File: src/rtl/mpb_pkg.sv
// Constants and state type shared by the program loader, the microprocessor
// and their benches.
package mpb_pkg;

  localparam int         ADDR_W      = 10;
  localparam int         DEPTH       = 1024;
  localparam logic [7:0] HALT_OPCODE = 8'hFF;

  typedef enum logic [2:0] {
    S_IDLE  = 3'd0,
    S_LOAD  = 3'd1,
    S_DRAIN = 3'd2,
    S_TERM  = 3'd3,
    S_ARM   = 3'd4,
    S_RUN   = 3'd5,
    S_DONE  = 3'd6
  } loader_state_t;

endpackage

File: src/rtl/program_loader.sv
// Streams a program into the program RAM, appends the HALT sentinel, then
// enables the microprocessor and captures its result when it stops.
module program_loader
  import mpb_pkg::*;
#(
  parameter int ARM_TIMEOUT = 16
) (
  input  logic              clk,
  input  logic              rst_n,
  input  logic              s_valid,
  input  logic [7:0]        s_data,
  input  logic              s_last,
  output logic              s_ready,
  output logic              mem_we,
  output logic [ADDR_W-1:0] mem_addr,
  output logic [7:0]        mem_wdata,
  output logic              cpu_enable,
  input  logic              cpu_running,
  input  logic [7:0]        cpu_result,
  input  logic              restart,
  output logic              busy,
  output logic              done,
  output logic              overflow,
  output logic [ADDR_W:0]   load_count,
  output logic [7:0]        result_q
);

  localparam int                TMR_W    = $clog2(ARM_TIMEOUT + 1);
  localparam logic [TMR_W-1:0]  TMR_LAST = TMR_W'(ARM_TIMEOUT - 1);
  localparam logic [TMR_W-1:0]  TMR_ONE  = TMR_W'(1);
  localparam logic [ADDR_W:0]   CAPACITY = (ADDR_W + 1)'(DEPTH - 1);
  localparam logic [ADDR_W:0]   CNT_ONE  = (ADDR_W + 1)'(1);
  localparam logic [ADDR_W-1:0] PTR_ONE  = ADDR_W'(1);

  loader_state_t     r_state;
  logic [ADDR_W-1:0] r_wr_ptr;
  logic [TMR_W-1:0]  r_tmr;
  logic              w_accept;
  logic [ADDR_W:0]   w_cnt_inc;

  assign s_ready   = (r_state == S_IDLE) || (r_state == S_LOAD) || (r_state == S_DRAIN);
  assign w_accept  = s_valid & s_ready;
  assign w_cnt_inc = load_count + CNT_ONE;

  // Loader FSM with its pointer, byte count, arm timeout and registered outputs.
  always_ff @(posedge clk or negedge rst_n) begin
    if (!rst_n) begin
      r_state    <= S_IDLE;
      r_wr_ptr   <= {ADDR_W{1'b0}};
      r_tmr      <= {TMR_W{1'b0}};
      mem_we     <= 1'b0;
      mem_addr   <= {ADDR_W{1'b0}};
      mem_wdata  <= 8'h00;
      cpu_enable <= 1'b0;
      busy       <= 1'b0;
      done       <= 1'b0;
      overflow   <= 1'b0;
      load_count <= {(ADDR_W + 1){1'b0}};
      result_q   <= 8'h00;
    end else begin
      mem_we <= 1'b0;
      case (r_state)
        S_IDLE: begin
          if (w_accept) begin
            mem_we     <= 1'b1;
            mem_addr   <= {ADDR_W{1'b0}};
            mem_wdata  <= s_data;
            r_wr_ptr   <= PTR_ONE;
            load_count <= CNT_ONE;
            overflow   <= 1'b0;
            busy       <= 1'b1;
            r_state    <= s_last ? S_TERM : S_LOAD;
          end
        end
        S_LOAD: begin
          if (w_accept) begin
            mem_we     <= 1'b1;
            mem_addr   <= r_wr_ptr;
            mem_wdata  <= s_data;
            r_wr_ptr   <= r_wr_ptr + PTR_ONE;
            load_count <= w_cnt_inc;
            // The last RAM slot is reserved for the sentinel.
            if (s_last) begin
              r_state <= S_TERM;
            end else if (w_cnt_inc == CAPACITY) begin
              overflow <= 1'b1;
              r_state  <= S_DRAIN;
            end
          end
        end
        S_DRAIN: begin
          if (w_accept && s_last) begin
            r_state <= S_TERM;
          end
        end
        S_TERM: begin
          mem_we     <= 1'b1;
          mem_addr   <= load_count[ADDR_W-1:0];
          mem_wdata  <= HALT_OPCODE;
          cpu_enable <= 1'b1;
          r_tmr      <= {TMR_W{1'b0}};
          r_state    <= S_ARM;
        end
        S_ARM: begin
          if (cpu_running) begin
            r_state <= S_RUN;
          end else if (r_tmr == TMR_LAST) begin
            result_q   <= cpu_result;
            cpu_enable <= 1'b0;
            busy       <= 1'b0;
            done       <= 1'b1;
            r_state    <= S_DONE;
          end else begin
            r_tmr <= r_tmr + TMR_ONE;
          end
        end
        S_RUN: begin
          if (!cpu_running) begin
            result_q   <= cpu_result;
            cpu_enable <= 1'b0;
            busy       <= 1'b0;
            done       <= 1'b1;
            r_state    <= S_DONE;
          end
        end
        S_DONE: begin
          if (restart) begin
            done    <= 1'b0;
            r_state <= S_IDLE;
          end
        end
        default: begin
          cpu_enable <= 1'b0;
          busy       <= 1'b0;
          done       <= 1'b0;
          r_state    <= S_IDLE;
        end
      endcase
    end
  end

endmodule

File: config.mk
export PLATFORM = sky130hd
export DESIGN_NAME = program_loader
export DESIGN_NICKNAME = d
export VERILOG_FILES = /design/src/rtl/mpb_pkg.sv /design/src/rtl/program_loader.sv
export SDC_FILE = /design/constraint.sdc
export NUM_CORES = 1
export LEC_CHECK = 0
export ABC_AREA = 1
export CAP_MARGIN = 20
export CORE_UTILIZATION = 30
export CTS_CLUSTER_DIAMETER = 50
export DETAILED_ROUTE_END_ITERATION = 8
export PLACE_DENSITY = 0.57
export REMOVE_ABC_BUFFERS = 1
export SLEW_MARGIN = 20
export SYNTH_ARGS = -nofsm -noshare
export SYNTH_HDL_FRONTEND = slang
export SYNTH_SLANG_ARGS = --single-unit
File: constraint.sdc
create_clock -name clk -period 1.9 [get_ports clk]
set_input_delay 0.19 -clock clk [delete_from_list [all_inputs] [get_ports clk]]
set_output_delay 0.19 -clock clk [all_outputs]
set_load 0.1 [all_outputs]
# Word-level counts from Yosys, hierarchy flattened
# Index checks and enable logic that the tools add are counted.
# totals
word_cells	110
inputBits	22
regBits	60
# classes
n_reduce_logical	23
mux	47
eq_ne	21
n_addsub	3
n_bitwise	4
# op_table
operator	n
10-bit two-way mux	4
8-bit two-way mux	4
8-bit case mux with 2 select lines	2
10-bit case mux with 3 select lines	1
3-bit two-way mux	9
11-bit two-way mux	2
11-bit case mux with 2 select lines	1
3-bit case mux with 7 select lines	1
10-bit case mux with 2 select lines	1
2-bit inequality test, second input constant	8
5-bit AND reduction	3
1-bit two-way mux	13
1-bit case mux with 4 select lines	3
4-bit OR reduction	3
11-bit by 1-bit adder with 11-bit output, second input constant	1
11-bit by 10-bit equality test with 1-bit output, second input constant	1
10-bit by 1-bit adder with 10-bit output, second input constant	1
5-bit two-way mux	2
5-bit case mux with 2 select lines	1
3-bit equality test, second input constant	3
3-bit AND reduction	3
4-bit AND reduction	2
2-bit nonzero test	4
7-bit AND reduction	1
other kinds (17)	24

# Depth between registers and ports, before layout
# Gate-level depths: netlist of the first run.
# depth
depth_word	7
ltp_mapped	13

# Least setup slack after synthesis of the first run
# OpenSTA, ideal clock, no wires.
# synth_timing
path_kind	reg-to-reg
from	register load_count[1]
to	register r_state[2]
stages_incl_launch_ff	13
slack_ns	-0.574
t_arrival_ns	2.357
t_required_ns	1.783
setup_time_ns	0.117
path_buffers	0
path_cell_list	dfrtp_1 ha_1 nand2_1 nor2_1 nand3_1 nand2_1 nand3_1 nor2_1 nand2_1 nand2_1 nand2_1 nand2_1 nand2_1
# synth_between
elab_chain_len	4
# synth_lines
element	line	text
start: declaration	program_loader.sv:24	output logic [ADDR_W:0] load_count,
start signal: assignment	program_loader.sv:58	load_count <= {(ADDR_W + 1){1'b0}};
start signal: assignment	program_loader.sv:81	load_count <= w_cnt_inc;
11-bit by 1-bit adder with 11-bit output	program_loader.sv:43	assign w_cnt_inc = load_count + CNT_ONE;
11-bit by 10-bit equality test with 1-bit output	program_loader.sv:85	end else if (w_cnt_inc == CAPACITY) begin
3-bit by 2-bit inequality test with 1-bit output (no source line)	--	
7-bit AND reduction (no source line)	--	
end signal: assignment	program_loader.sv:72	r_state <= s_last ? S_TERM : S_LOAD;
end: declaration	program_loader.sv:35	loader_state_t r_state;
# Every way passes these cells.
# A chain may end at the register's enable or synchronous reset.

# Final worst setup path of the first run
# layout_timing
from	register r_tmr[1]
to	register r_state[2]
# layout_between
elab_chain_len	3
# layout_lines
element	line	text
start: declaration	program_loader.sv:37	logic [TMR_W-1:0] r_tmr;
start signal: assignment	program_loader.sv:50	r_tmr <= {TMR_W{1'b0}};
start signal: assignment	program_loader.sv:101	r_tmr <= {TMR_W{1'b0}};
start signal: assignment	program_loader.sv:114	r_tmr <= r_tmr + TMR_ONE;
5-bit by 4-bit equality test with 1-bit output	program_loader.sv:107	end else if (r_tmr == TMR_LAST) begin
3-bit inequality test (no source line)	--	
7-bit AND reduction (no source line)	--	
# Every way passes these cells.

==> impl_metrics.csv, run 1 <==
group,metric,value,unit
synth,synth.avg_cell_area,8.160,um2
sta,finalClockSkew,0.01669,ns
synth,netlist_top_cells_area,"dfrtp_1 (49%), nand2_1 (13%), nand3_1 (7.4%)",
critical_path,crit_path_max_fanout,3,
floorplanning,pin_count,65,
global_routing,grt_max_degree,61,
critical_path,required,2.17,ns
synth,async_reset_ff_frac,1.000,
cts,cts-htree-levels,3,
cts,numCtsBuffers,9,
sta,setup_viol,0,
detailed_routing,wl_met3,377,um
detailed_routing,first_pass_iters,4,
worst_hold_path,hold_path_class,"input pin to asynchronous set/reset pin",
detailed_routing,met2WireLength,3679,um
synth,synthFlopType,"dfrtp_1",
place,port_buffers,64,
floorplanning,dieHeight,102.6,um
critical_path,path_class,"flip-flop to flip-flop",
sta,final_max_slew_viol_count,0,
layout,diodes,0,
synth,netlist_area,3035,um2
sta,finalCritPeriodShare,0.9878,
detailed_routing,drtIter0Drc,161,
cts,clock_path_buffers,2,
synth,synth_enable_flop_cells,0,
sta,fmax,0.5328,GHz
status,outcome,"finished, final reports clean",
global_routing,antenna_found_initial,0,
place,place_congestion,0.8669,
synth,synth_seq_area_share,0.4946,
place,numPlacedInstances,583,
cts,root_buffer,"clkbuf_8",
layout,stdcell_count,609,
detailed_routing,dr_total_vias,2858,
layout,syn2layout_area_growth,40.27,%
synth,yosys-top-cells-count,"nand2_1 (109), dfrtp_1 (60), nand3_1 (45)",
cts,path_clk_slew,0.08,ns
global_routing,grt.total_usage,0.1583,
synth,synth_seq_cells,60,
detailed_routing,m1WireLength,3665,um
floorplanning,die_w,102.6,um
global_routing,grt_pass1_wl,12750,um
detailed_routing,ant_nets,0,
sta,final-hold-violation-count,0,
layout,nets,498,
global_routing,grt_overflow,0,
power_and_ir_drop,powerDensity,1766,nW/um2
synth,ys_warn_count,0,
layout,design_area,4258,um2
synth,synth.most_common_cell,"nand2_1",
detailed_routing,viasPerCell,4.693,
synth,synth.largest_area_cell,"dfrtp_1",
power_and_ir_drop,power,7.519,mW
synth,synth_top_area_frac,0.4946,
critical_path,end_kind,"flip-flop",
sta,timing.hold.ws,0.3576,ns
sta,slew_headroom,0.7680,
layout,fill_cells,968,
place,placed_cell_area,3877,um2
power_and_ir_drop,irDropWorstVdd,0.8782,mV
detailed_routing,top_layer,"met4",
floorplanning,start_util,0.3105,
detailed_routing,drcViolationCount,0,
critical_path,start_kind,"flip-flop",
detailed_routing,routed_wirelength,7871,um
floorplanning,dieArea,10520,um2
place,dp_hpwl,5811,um
job,cap_violations,0,
sta,rsz0062_at_grt,"true",
detailed_routing,wl_per_cell,12.92,um
sta,period_minus_slack,1.877,ns
cts,cts_sinks,60,
synth,synthDistinctLibCells,38,
layout,drive_gt1_frac,0.2626,
floorplanning,num_rows,36,
cts,cts_tree,"done",
sta,worstMarginPinSlew,0.3480,ns
cts,clock_latency,0.34,ns
synth,syn_inst,372,
floorplanning,coreArea,9774,um2
critical_path,worstPathArrival,2.15,ns
global_routing,grt_pass1_vias,2689,
power_and_ir_drop,power_leakage,2.021,nW
[power by group]
part / switching, mW / leakage [nW] / internal, mW
Combinational: 3.27 / 1.13 / 1.18
Clock: 0.494 / 0.102 / 0.673
Sequential: 0.270 / 0.783 / 1.63
Total: 4.04 / 2.02 / 3.48
[timing repair]
item,CTS,global route
buffers inserted,0,9
endpoints found under the setup margin,0,14
hold buffers,1,0
endpoints found under the hold margin,60,0
gates resized for setup,0,24
[flip-flops by register name (all words and copies together) (netlist names)]
register    count
r_wr_ptr       10
load_count     11
r_tmr           5
mem_addr       10
mem_we          1
done            1
mem_wdata       8
cpu_enable      1
r_state         3
busy            1
overflow        1
result_q        8
[layout by cell type, fill, tap and decap left out, types with 2 or more instances in the layout]
master and instances:
buf_6 2, nor2_4 2, nand2_2 5, ha_2 3, nor3_2 3, clkinv_2 2, nor3_1 6, nand2_4 3
nand4_1 2, nor2_1 22, nand3_2 4, o21ai_0 18, inv_4 2, nand2_8 2, buf_12 3, a21oi_1 10
clkbuf_8 11, nor4_4 2, nand2_1 104, nor3b_1 2, inv_1 40, ha_1 2, inv_2 3, nand3_1 41
dfrtp_1 60, o211ai_1 8, nor2_2 5, clkdlybuf4s50_1 20, buf_4 70, o22ai_1 2
[cells by family (layout without fill, tap and decap cells)]
family                   after synthesis  in the layout  share of synthesized area
adder cells (fa/ha/maj)                5              5                    0.02061
AND/OR/NAND/NOR                      204            204                     0.3112
AO/OA/AOI/OAI                         47             47                    0.09440
XOR/XNOR                               1              1                   0.002886
flip-flops                            60             60                     0.4946
buffers and inverters                 54            158                    0.07296
multiplexers                           1              1                   0.003298
[area by class of cell]
class,instances,area [um2],share of cell area
sequential,60,1501,0.3526
multi-input combinational,258,1390,0.3265
timing repair buffer,97,823.3,0.1934
inverter,45,173.9,0.04085
tap,133,166.4,0.03908
clock buffer,12,155.1,0.03644
clock inverter,4,47.55,0.01117
[metal layers]
metal	up-vias	track usage
met5	-	0
met4	0	0.05604
met3	14	0.03797
met2	67	0.2600
met1	1360	0.2031
li1	1417	-
[per-stage QoR]
stage               setup WS [ns]  TNS [ns]    util
detailed placement        0.02455         0  0.3967
global placement          0.05752         0  0.3967
finish                    0.02315         0  0.4356
global route             -0.08825   -0.2598  0.4356
floorplan                 -0.5740    -2.446       -
CTS                       0.01358         0  0.4185
[worst max-delay path, stage by stage, from the launching register on]
cell     delay [ns]
dfrtp_1        0.37
ha_2           0.19
nand2_2        0.06
nor2_2         0.11
ha_2           0.20
inv_4          0.05
nand2_8        0.07
inv_4          0.05
nand2_4        0.06
nand2_4        0.05
nor4_4         0.29
buf_4          0.19
nand3_2        0.07
nand2_1        0.06
[worst paths after layout]
path,from,to,slack (ns),depth (start not counted)
max in group asynchronous,rst_n,load_count[7]$_DFFE_PN0P_,1.21,3
worst min register to register,result_q[6]$_DFFE_PN0P_,result_q[6]$_DFFE_PN0P_,0.47,2
min in group clk,s_data[0],mem_wdata[0]$_DFFE_PN0P_,0.41,3
worst max-delay path,r_tmr[1]$_DFFE_PN0P_,r_state[2]$_DFFE_PN0P_,0.02,13
worst max register to register,r_tmr[1]$_DFFE_PN0P_,r_state[2]$_DFFE_PN0P_,0.02,13
worst min-delay path,rst_n,load_count[10]$_DFFE_PN0P_,0.36,3
Note: power is estimated with default switching activity, not from simulation.
==> inputs of run 2 (changes only) <==
Settings changed: CTS_BUF_LIST set to sky130_fd_sc_hd__clkbuf_16.
==> run 2 against run 1 <==
Effect of this change: combinational power about the same; critical path depth unchanged; core utilization is 0.73 points higher; power rose by 5.1%; first-iteration DRC count is 14% lower; clock power up 32%; via count down 0.17%; register-to-register slack about the same; clock skew down 0.0056 ns; non-clock buffer count decreased by 1; routed wire length is 0.86% higher; critical endpoint is now r_state[1]$_DFFE_PN0P_; largest cell class unchanged; largest power group unchanged; highest routed layer unchanged.
==> impl_metrics.csv, run 2 (synthesized netlist as in run 1, its figures left out) <==
group,metric,value,unit
status,outcome,"finished, final reports clean",
power_and_ir_drop,powerDensity,1826,nW/um2
critical_path,slowest_delay,0.36,ns
place,port_buffers,64,
floorplanning,dieHeight,102.6,um
layout,nets,497,
sta,period_minus_slack,1.877,ns
cts,clock_latency,0.33,ns
place,placed_cell_area,3877,um2
critical_path,timing.critical_path.buf_inv,3,
layout,syn2layout_area_growth,42.62,%
floorplanning,start_util,0.3105,
cts,cts-htree-levels,3,
place,place_congestion,0.8669,
power_and_ir_drop,power,7.905,mW
critical_path,crit_path_max_fanout,3,
layout,largestRegisters,"load_count x11, mem_addr x10, r_wr_ptr x10",
sta,timing.hold.ws,0.3836,ns
detailed_routing,viasPerCell,4.692,
global_routing,antenna_found_initial,0,
sta,finalClockSkew,0.01112,ns
cts,root_buffer,"clkbuf_16",
layout,regMostFlops,"load_count",
detailed_routing,drtIter0Drc,139,
floorplanning,pin_count,65,
layout,final_cell_mix,"nand2_1 (104), buf_4 (69), dfrtp_1 (60)",
critical_path,required,2.16,ns
global_routing,grt.total_usage,0.1625,
global_routing,grt_pass1_vias,2720,
critical_path,path_class,"flip-flop to flip-flop",
critical_path,startpoint,"r_tmr[1]$_DFFE_PN0P_",
worst_hold_path,hold_path_class,"input pin to asynchronous set/reset pin",
critical_path,critPathSlowestCell,"dfrtp_1",
layout,drive_gt1_frac,0.2547,
sta,setup_viol,0,
sta,worstMarginPinSlew,0.3426,ns
sta,final_max_slew_viol_count,0,
detailed_routing,drcViolationCount,0,
place,dp_hpwl,5811,um
cts,cts_sinks,60,
detailed_routing,first_pass_iters,4,
floorplanning,die_w,102.6,um
power_and_ir_drop,irDropWorstVdd,0.8767,mV
cts,path_clk_slew,0.06,ns
global_routing,grt_pass1_wl,12880,um
detailed_routing,routed_wirelength,7939,um
cts,clock_path_buffers,2,
critical_path,start_kind,"flip-flop",
critical_path,cp_top_family,"simple AND/OR/NAND/NOR gates",
sta,slew_headroom,0.7716,
layout,design_area,4329,um2
floorplanning,coreArea,9774,um2
critical_path,r2r_start,"r_tmr[1]$_DFFE_PN0P_",
layout,final_common_cell,"nand2_1",
cts,cts_tree,"done",
global_routing,grt_overflow,0,
sta,finalCritPeriodShare,0.9877,
critical_path,worstPathArrival,2.14,ns
layout,diodes,0,
floorplanning,num_rows,36,
job,cap_violations,0,
detailed_routing,ant_nets,0,
critical_path,crit_chain,"ha_2 > nand2_2 > nor2_2 > ha_2 > inv_4 > nand2_8 > inv_4 > nand2_4 > nand2_4 > nor4_4 > buf_4 > nand3_2 > nand2_1",
layout,largest_register_ffs,11,
critical_path,end_kind,"flip-flop",
cts,numCtsBuffers,9,
floorplanning,dieArea,10520,um2
global_routing,grt_max_degree,61,
sta,final-hold-violation-count,0,
sta,fmax,0.5328,GHz
detailed_routing,wl_per_cell,13.06,um
sta,rsz0062_at_grt,"true",
detailed_routing,dr_total_vias,2853,
power_and_ir_drop,power_leakage,2.056,nW
run 2: cell count changes in the layout (fill, tap and decap cells not counted):
| cell | delta |
|---|---|
| clkbuf_8 | -11 |
| clkinv_1 | +2 |
| clkbuf_1 | -1 |
| nor2_1 | +1 |
| buf_4 | -1 |
| inv_1 | +1 |
| nor2_2 | -1 |
| clkbuf_16 | +9 |
run 2: final cells by class:
type	instances	area [um2]
clock buffers	9	225.2
clock inverters	7	58.81
fillers	959	5445
inverters	45	173.9
multi-input cells	258	1388
flip-flops and latches	60	1501
well taps	133	166.4
repair buffers	96	815.8
run 2: tightest hold or removal path: stages:
cell and delay, ns:
dlygate4sd3_1 0.52, buf_2 0.12, buf_12 0.27
run 2: through the flow:
| stage | utilization | worst slack (ns) | instances | setup TNS (ns) |
|---|---|---|---|---|
| after floorplan | - | -0.5740 | 363 | -2.446 |
| final | 0.4429 | 0.02329 | 608 | 0 |
| after global placement | 0.3967 | 0.05752 | 583 | 0 |
| after global routing | 0.4429 | -0.08855 | 608 | -0.2568 |
| after detailed placement | 0.3967 | 0.02455 | 583 | 0 |
| after CTS | 0.4268 | 0.006853 | 600 | 0 |
run 2: repair_timing:
item                                    in CTS  in global routing
endpoints found under the setup margin       0                 14
endpoints found under the hold margin       60                  0
resized for setup                            0                 23
buffers inserted                             0                  8
hold buffers                                 1                  0
run 2: final timing paths:
path | to | slack (ns) | cells past startpoint
max in group asynchronous | load_count[7]$_DFFE_PN0P_ | 1.20 | 3
max reg2reg | r_state[1]$_DFFE_PN0P_ | 0.02 | 13
min | load_count[10]$_DFFE_PN0P_ | 0.38 | 3
min in group clk | mem_wdata[0]$_DFFE_PN0P_ | 0.42 | 3
max | r_state[1]$_DFFE_PN0P_ | 0.02 | 13
min reg2reg | result_q[6]$_DFFE_PN0P_ | 0.47 | 2
run 2: routing by layer:
layer  vias to the layer above  share of wire  global-route usage
li1                       1415              -                   -
met1                      1352           0.47              0.2039
met2                        70           0.47              0.2595
met3                        16          0.041             0.04475
met4                         0          0.022             0.07582
met5                         -              0                   0
run 2: power by group:
group,total [mW],switching (mW),internal (mW)
registers,1.91,0.274,1.64
logic,4.45,3.28,1.17
clock network,1.55,0.552,0.993
total,7.90,4.10,3.80
==> inputs of run 3 (changes only) <==
--- a/config.mk
+++ b/config.mk
@@ -9,2 +9,4 @@
 export CAP_MARGIN = 20
+export CELL_PAD_IN_SITES_DETAIL_PLACEMENT = 1
+export CELL_PAD_IN_SITES_GLOBAL_PLACEMENT = 1
 export CORE_UTILIZATION = 30
@@ -13,3 +15,3 @@
 export DETAILED_ROUTE_END_ITERATION = 8
-export PLACE_DENSITY = 0.57
+export PLACE_DENSITY = 0.72
 export REMOVE_ABC_BUFFERS = 1
--- a/constraint.sdc
+++ b/constraint.sdc
@@ -3,2 +3,2 @@
 set_output_delay 0.19 -clock clk [all_outputs]
-set_load 0.1 [all_outputs]
+set_load 0.01 [all_outputs]
==> run 3 against run 2 <==
Effect of this change: clock-buffer cell count unchanged; critical path type unchanged; worst hold slack about the same; combinational power shrank 39%; power is 22% lower; highest routed layer unchanged; cell count grew 0.16%; largest power group unchanged; via count grew 3.0%; clock skew is 0.0069 ns lower; sequential power hardly changed; critical endpoint unchanged; sequential share of layout area shrank 0.68 points.
==> impl_metrics.csv, run 3 (synthesized netlist as in run 1, its figures left out) <==
group,metric,value,unit
status,outcome,"finished, final reports clean",
floorplanning,dieArea,10520,um2
critical_path,worstPathArrival,2.05,ns
critical_path,crit_path_max_fanout,3,
cts,cts_sinks,60,
critical_path,crit_chain,"ha_2 > nand2_2 > nor2_2 > ha_2 > inv_2 > nand2_8 > inv_4 > nand2_2 > nand2_2 > nor4_4 > buf_4 > nand2_4 > nand2_2 > nand2_1",
critical_path,critPathSlowestCell,"dfrtp_1",
layout,final_cell_mix,"nand2_1 (100), clkdlybuf4s50_1 (62), dfrtp_1 (57)",
worst_hold_path,hold_path_class,"input pin to asynchronous set/reset pin",
floorplanning,dieHeight,102.6,um
cts,numCtsBuffers,9,
detailed_routing,viasPerCell,4.826,
cts,path_clk_slew,0.05,ns
power_and_ir_drop,p_sw_frac,0.3742,
detailed_routing,ant_nets,0,
floorplanning,num_rows,36,
layout,largestRegisters,"load_count x11, mem_addr x10, r_wr_ptr x10",
cts,cts_tree,"done",
global_routing,grt_pass1_vias,3176,
global_routing,grt_max_degree,40,
power_and_ir_drop,irDropWorstVdd,0.4457,mV
layout,fill_cells,1194,
critical_path,path_class,"flip-flop to flip-flop",
critical_path,cp_top_family,"simple AND/OR/NAND/NOR gates",
cts,clock_latency,0.32,ns
place,place_congestion,0.7872,
detailed_routing,dr_total_vias,2939,
cts,clock_path_buffers,2,
global_routing,grt_overflow,0,
sta,finalClockSkew,0.004250,ns
detailed_routing,wl_per_cell,15.33,um
power_and_ir_drop,power_leakage,1.972,nW
critical_path,end_kind,"flip-flop",
power_and_ir_drop,cell_internal_pwr,3.878,mW
sta,setup_viol,0,
detailed_routing,first_pass_iters,4,
power_and_ir_drop,powerDensity,1400,nW/um2
sta,timing.hold.ws,0.3835,ns
floorplanning,die_w,102.6,um
cts,root_buffer,"clkbuf_16",
floorplanning,start_util,0.3105,
cts,cts-htree-levels,3,
global_routing,antenna_found_initial,0,
sta,period_minus_slack,1.844,ns
layout,largest_register_ffs,11,
detailed_routing,routed_wirelength,9334,um
critical_path,required,2.10,ns
layout,final_common_cell,"nand2_1",
sta,final-hold-violation-count,0,
sta,finalCritPeriodShare,0.9703,
layout,diodes,0,
sta,fmax,0.5424,GHz
power_and_ir_drop,power,6.198,mW
layout,register_area,1505,um2
power_and_ir_drop,power_switching,2.320,mW
floorplanning,pin_count,65,
place,dp_hpwl,6882,um
layout,design_area,4427,um2
place,placed_cell_area,4003,um2
place,port_buffers,64,
layout,nets,498,
power_and_ir_drop,p_comb_frac,0.437,
layout,syn2layout_area_growth,45.84,%
power_and_ir_drop,seqPwrFrac,0.311,
sta,timing.setup.tns,0,ns
global_routing,grt.total_usage,0.1961,
critical_path,timing.critical_path.buf_inv,3,
sta,final_max_slew_viol_count,0,
detailed_routing,drcViolationCount,0,
detailed_routing,drtIter0Drc,123,
layout,drive_gt1_frac,0.1765,
critical_path,slowest_delay,0.35,ns
critical_path,start_kind,"flip-flop",
power_and_ir_drop,power.share.clock,0.253,
layout,multi_input_comb_area,1391,um2
sta,worstMarginPinSlew,0.5480,ns
critical_path,rrSetupSlack,0.06,ns
job,cap_violations,0,
floorplanning,coreArea,9774,um2
global_routing,grt_pass1_wl,15640,um
critical_path,crit_top_cell,"nand2_2",
layout,regMostFlops,"load_count",
sta,slew_headroom,0.6347,
## run 3: metal layers
layer,up-vias,GRT usage,routed length (um)
met2,53,0.3282,4671
met3,13,0.02441,230
li1,1416,-,-
met1,1457,0.2597,4275
met5,-,0,0
met4,0,0.07253,157
## run 3: final cells by class
class,count,area share
Clock buffer,9,0.05088
Clock inverter,7,0.01328
Inverter,45,0.03872
Multi-Input combinational cell,258,0.3143
Sequential cell,60,0.3400
Tap cell,133,0.03759
Timing Repair Buffer,97,0.2052
## run 3: path summary, 6_finish.rpt
path	to	from	cells after the start
max	r_state[1]$_DFFE_PN0P_	r_tmr[0]$_DFFE_PN0P_	14
min	mem_wdata[4]$_DFFE_PN0P_	rst_n	2
max reg2reg	r_state[1]$_DFFE_PN0P_	r_tmr[0]$_DFFE_PN0P_	14
min reg2reg	result_q[5]$_DFFE_PN0P_	result_q[5]$_DFFE_PN0P_	2
max in group asynchronous	load_count[2]$_DFFE_PN0P_	rst_n	3
min in group clk	mem_wdata[1]$_DFFE_PN0P_	s_data[1]	3
## run 3: through the flow
| step | setup slack [ns] | utilization | cells |
|---|---|---|---|
| final | 0.05646 | 0.4529 | 609 |
| after global placement | 0.05774 | 0.4095 | 587 |
| after global routing | -0.03597 | 0.4529 | 609 |
| after detailed placement | -0.02010 | 0.4095 | 587 |
| after floorplan | -0.03260 | - | 363 |
| after CTS | 0.003508 | 0.4423 | 606 |
## run 3: power groups by stage
| stage | Combinational (mW) | Sequential, mW | Clock (mW) |
|---|---|---|---|
| after floorplan | 1.08 | 2.02 | 0 |
| after global placement | 2.44 | 1.92 | 0 |
| after detailed placement | 2.52 | 1.94 | 0 |
| after CTS | 2.56 | 1.92 | 1.60 |
| after global routing | 2.97 | 1.98 | 1.67 |
| final | 2.71 | 1.92 | 1.57 |
## run 3: what timing repair did
| action | 4_1_cts | 5_1_grt |
|---|---|---|
| pin swaps | 3 | 12 |
| setup buffers | 2 | 4 |
| gates resized for setup | 8 | 22 |
| endpoints found under the hold margin | 21 | 0 |
| cloned | 0 | 0 |
| setup endpoints to repair | 14 | 16 |
| hold buffers | 1 | 0 |
==> edit 1: new RTL, settings of run 3 <==
The package constant `ADDR_W` goes from 10 to 12.
--- a/src/rtl/mpb_pkg.sv
+++ b/src/rtl/mpb_pkg.sv
@@ -3,5 +3,5 @@
 package mpb_pkg;
 
-  localparam int         ADDR_W      = 10;
+  localparam int         ADDR_W      = 12;
   localparam int         DEPTH       = 1024;
   localparam logic [7:0] HALT_OPCODE = 8'hFF;
Interface: changed (resized load_count and mem_addr); port bits go from 65 to 69. No check against the original RTL was run, so the function may have changed too.
==> edit 1 against run 3 <==
- critical endpoint is now r_state[0]$_DFFE_PN0P_
- worst hold slack got worse by 0.023 ns
- largest power group unchanged
- final cell count increased by 5.3%
- critical path depth unchanged
- clock skew about the same
- highest routed layer unchanged
- largest cell class unchanged
- total power increased by 4.5%
- sequential cell count increased by 6
- critical path type unchanged
- routed wire length increased by 10%
- area after synthesis increased by 9.5%
- worst setup slack improved by 0.012 ns
- combinational power decreased by 6%
- design area increased by 7.0%
==> edit 1: results (changes against run 3) <==
Power
  – Peak supply drop: 0.000629 V (+41%)
  – Sw Share: 36.0% (-1.4 points)
  – Clock power frac: 29.2% (+3.9 points)
  – Sequential power share: 31.5% (+0.4 points)

STA
  – Setup Skew: 0.00376 ns (-0.000489 ns)
  – Slew headroom: 66.7% (+3.3 points)

Placement
  – Placed instance area: 0.00426 sq mm (+6.4%)
  – Pre-CTS WS: -0.0840 ns (-0.0639 ns)
  – DP HPWL: 7500 um (+8.9%)
  – GPL Wtd Cong: 0.815 (+3.5%)
  – DP Cell Count: 617 (+5.1%)
  – Port buffer count: 68 (+6.3%)

Cells and area
  – Plain + repair buffers: 91 (-6.2%)
  – Fillers: 1308 (+9.5%)
  – #MultiIn Comb: 286 (+11%)

Global routing
  – GR Util met3: 2.85% (+0.40 points)
  – M2 GR Usage: 33.1% (+0.31 points)
  – GRT Total Usage: 19.2% (-0.38 points)

Synthesis
  – Top cells by area, synth: dfrtp_1 (50%), nand2_1 (13%), nand3_1 (6.9%)
  – Adder-cell share of the synthesized area: 1.88% (-0.18 points)
  – Sequential share of the synthesized area: 49.7% (+0.22 points)
  – Multiplexer area fraction after synthesis: 0.301% (-0.029 points)
  – Post-synth cell types: 35 (-7.9%)
  – Mapped cell area: 0.00332 sq mm (+9.5%)

Detailed routing
  – Initial DRC Count: 89 (-28%)

Outcome
  – Status: finished, final reports clean

Critical path
  – Critical path peak fanout: 5 (+2)
==> edit 1: cell count changes after synthesis, sizes merged, moves of 4 or more <==
cell   before  now
nor2       29   40
inv        45   41
o22ai       2    9
dfrtp      60   66
nand2     114  122
==> edit 1: worst paths after layout <==
| kind | endpoint | slack (ns) | cells after the start |
|---|---|---|---|
| max in group asynchronous | result_q[6]$_DFFE_PN0P_ | 0.97 | 3 |
| worst max-delay path | r_state[0]$_DFFE_PN0P_ | 0.07 | 14 |
| min in group clk | mem_wdata[6]$_DFFE_PN0P_ | 0.41 | 3 |
| worst max register to register | r_state[0]$_DFFE_PN0P_ | 0.07 | 14 |
| worst min register to register | result_q[2]$_DFFE_PN0P_ | 0.47 | 2 |
| worst min-delay path | load_count[9]$_DFFE_PN0P_ | 0.36 | 2 |
==> edit 1: timing repair <==
item | CTS | global route
endpoints found under the setup margin | 11 | 13
pin swaps | 2 | 8
hold endpoints to repair | 18 | 0
hold buffers | 1 | 0
buffers inserted | 1 | 6
resized for setup | 1 | 22
cloned | 0 | 0
==> edit 2: new RTL, config.mk and constraints of run 3 <==
Without the edit above. Put one more register stage on the output `load_count`, without a reset. The value now appears one clock later. The other outputs are not delayed to match.
--- a/src/rtl/program_loader.sv
+++ b/src/rtl/program_loader.sv
@@ -33,4 +33,6 @@
   localparam logic [ADDR_W-1:0] PTR_ONE  = ADDR_W'(1);
 
+  logic [ADDR_W:0] load_count_s0;
+
   loader_state_t     r_state;
   logic [ADDR_W-1:0] r_wr_ptr;
@@ -41,5 +43,5 @@
   assign s_ready   = (r_state == S_IDLE) || (r_state == S_LOAD) || (r_state == S_DRAIN);
   assign w_accept  = s_valid & s_ready;
-  assign w_cnt_inc = load_count + CNT_ONE;
+  assign w_cnt_inc = load_count_s0 + CNT_ONE;
 
   // Loader FSM with its pointer, byte count, arm timeout and registered outputs.
@@ -56,5 +58,5 @@
       done       <= 1'b0;
       overflow   <= 1'b0;
-      load_count <= {(ADDR_W + 1){1'b0}};
+      load_count_s0 <= {(ADDR_W + 1){1'b0}};
       result_q   <= 8'h00;
     end else begin
@@ -67,5 +69,5 @@
             mem_wdata  <= s_data;
             r_wr_ptr   <= PTR_ONE;
-            load_count <= CNT_ONE;
+            load_count_s0 <= CNT_ONE;
             overflow   <= 1'b0;
             busy       <= 1'b1;
@@ -79,5 +81,5 @@
             mem_wdata  <= s_data;
             r_wr_ptr   <= r_wr_ptr + PTR_ONE;
-            load_count <= w_cnt_inc;
+            load_count_s0 <= w_cnt_inc;
             // The last RAM slot is reserved for the sentinel.
             if (s_last) begin
@@ -96,5 +98,5 @@
         S_TERM: begin
           mem_we     <= 1'b1;
-          mem_addr   <= load_count[ADDR_W-1:0];
+          mem_addr   <= load_count_s0[ADDR_W-1:0];
           mem_wdata  <= HALT_OPCODE;
           cpu_enable <= 1'b1;
@@ -140,4 +142,8 @@
   end
 
+  always_ff @(posedge clk) begin
+    load_count <= load_count_s0;
+  end
+
 endmodule
 
Function: changed (Yosys sat finds a counterexample within 4 cycles, from zero or initial values and one cycle with rst_n low).
==> edit 2 against run 3 <==
- total power is 3.2% higher
- area after synthesis is 9.3% higher
- sequential power is 16% higher
- register-to-register slack better by 0.04 ns
- sequential cell count is 11 higher
- routed wire length hardly changed
- maximum frequency is 1.9% higher
- combinational power is 6% lower
- worst setup slack better by 0.034 ns
- non-clock buffer count is 14 lower
- design area is 3.3% higher
- critical endpoint is now s_ready
==> edit 2: results (changes against run 3) <==
Synthesis
  – Sequential share of the synthesized area: 51.9% (+2.4 points)
  – Post-synth cell types: 37 (-2.6%)
  – Synth Flop Type: dfrtp_1
  – Synth Instances: 393 (+5.6%)
  – Synth async-reset ratio: 84.5% (-15 points)
  – Commonest cells post-synth: nand2_1 (103), dfrtp_1 (60), inv_1 (39), nand3_1 (34)
  – Top cells by area, synth: dfrtp_1 (45%), nand2_1 (12%), dfxtp_1 (6.6%)

Global routing
  – First-pass GRT wire length: 15500 um (-0.84%)
  – Vias in the first global route: 3164 (-0.38%)
  – GRT Total Usage: 17.6% (-2.0 points)
  – Initial antenna violation count: 0 (unchanged)
  – Largest net degree at the start of global routing: 61 (+53%)

Detailed routing
  – Vias: 3023 (+2.9%)
  – Initial DRC Count: 146 (+19%)
  – WL per Instance: 15.0 um (-2.1%)
  – WL final: 9330 um (about the same)
  – DR pass1 iterations: 6 (+2)

Placement
  – Pre-CTS WS: -0.0947 ns (-0.0746 ns)
  – Port buffer count: 64 (unchanged)
  – DP HPWL: 6720 um (-2.4%)
  – DP Cell Count: 600 (+2.2%)
  – GPL Wtd Cong: 0.889 (+13%)
  – Placed instance area: 0.00419 sq mm (+4.8%)

Power
  – Sw power: 2380 uW (+2.6%)
  – Peak supply drop: 0.000540 V (+21%)
  – Leak: 0.00204 uW (+3.7%)

Clock tree
  – CTS clk-pin slew, worst paths: approximately 0.060 ns
  – Post_cts resized: 5 (-3)
  – Root Driver: clkbuf_16
  – H-Tree Level Count: 3 (unchanged)

Cells and area
  – Nets: 504 (+1.2%)
  – Layout cell share with drive strength beyond 1: 14.9% (-2.7 points)
  – Design Area, Final: 0.00457 sq mm (+3.3%)
  – Regs by FF count: load_count x11, load_count_s0 x11
  – Fillers: 1269 (+6.3%)

Critical path
  – Critical path peak fanout: 7 (+4)
  – Largest stage delay, worst path: 0.52 ns (+0.17 ns)
  – Crit-path slowest cell: clkdlybuf4s50_1
  – Arr. time, crit path: 1.62 ns (-0.43 ns)

STA
  – Setup Skew: 0.00460 ns (+0.000348 ns)
  – Slew @ Worst Pin: 0.464 ns (-0.0842 ns)

Outcome
  – Status: finished, final reports clean

Flow run
  – Maxcap violations: 0 (unchanged)
==> edit 2: cell types whose count changed in the layout (fill, tap and decap cells not counted), sizes merged, moves of 2 or more <==
cell / before / now
o211ai: 8 / 2
nor3b: 2 / 0
nand2: 114 / 112
clkinv: 4 / 6
a22oi: 0 / 9
nor2: 29 / 35
o21ai: 19 / 31
dfxtp: 0 / 11
buf: 33 / 19
nand3: 45 / 36
a21oi: 10 / 6
nand4: 2 / 6
nor3: 9 / 12
==> edit 2: worst max-delay path, delay by kind of cell (launching register included) <==
kind	cells	cell delay [ns]
buffers and inverters	2	0.65
flip-flops	1	0.47
AND/OR/NAND/NOR	2	0.17
==> edit 2: layout make-up <==
type	instances	area (sq um)	area share, %
Sequential cell	71	1730	37.7
Multi-Input combinational cell	266	1420	31.1
Timing Repair Buffer	83	793	17.4
Clock buffer	9	225	4.93
Inverter	46	175	3.83
Tap cell	140	175	3.83
Clock inverter	7	56.3	1.23
==> edit 2: cells by family after synthesis <==
group | synth area share [%]
xor+xnor | 0.264
buf+inv | 6.60
fa+ha+maj | 1.89
mux | 0.302
compound gates | 9.88
flops | 51.9
simple gates | 29.2
==> edit 2: worst paths after layout <==
kind	slack [ns]	end	start	depth (start not counted)
max in group asynchronous	1.20	load_count_s0[6]$_DFFE_PN0P_	rst_n	3
worst min-delay path	0.39	load_count_s0[4]$_DFFE_PN0P_	rst_n	3
worst min register to register	0.40	load_count[10]$_DFF_P_	load_count_s0[10]$_DFFE_PN0P_	0
min in group clk	0.40	load_count[10]$_DFF_P_	load_count_s0[10]$_DFFE_PN0P_	0
worst max-delay path	0.09	s_ready	r_state[0]$_DFFE_PN0P_	4
worst max register to register	0.10	r_state[1]$_DFFE_PN0P_	r_tmr[0]$_DFFE_PN0P_	11
==> edit 2: through the flow <==
step	total power (uW)	hold slack [ns]
3_5_place_dp	4720	0.229
6_report	6390	0.392
3_3_place_gp	4610	0.224
5_1_grt	6800	0.421
2_1_floorplan	3450	-0.106
4_1_cts	6430	0.408
==> edit 2: power by group through the flow <==
stage          clock, uW  sequential [uW]  combinational, uW
3_3_place_gp           0             2220               2380
2_1_floorplan          0             2320               1140
4_1_cts             1660             2220               2560
6_report            1610             2220               2560
5_1_grt             1720             2280               2800
3_5_place_dp           0             2230               2490
==> edit 2: metal layers <==
| metal | wire, um | up-vias | GRT usage [%] | share of wire (%) |
|---|---|---|---|---|
| li1 | - | 1459 | - | - |
| met1 | 4210 | 1476 | 21.8 | 45 |
| met2 | 4500 | 68 | 29.4 | 48 |
| met3 | 386 | 20 | 3.10 | 4.1 |
| met4 | 237 | 0 | 8.90 | 2.5 |
| met5 | 0 | - | 0 | 0 |
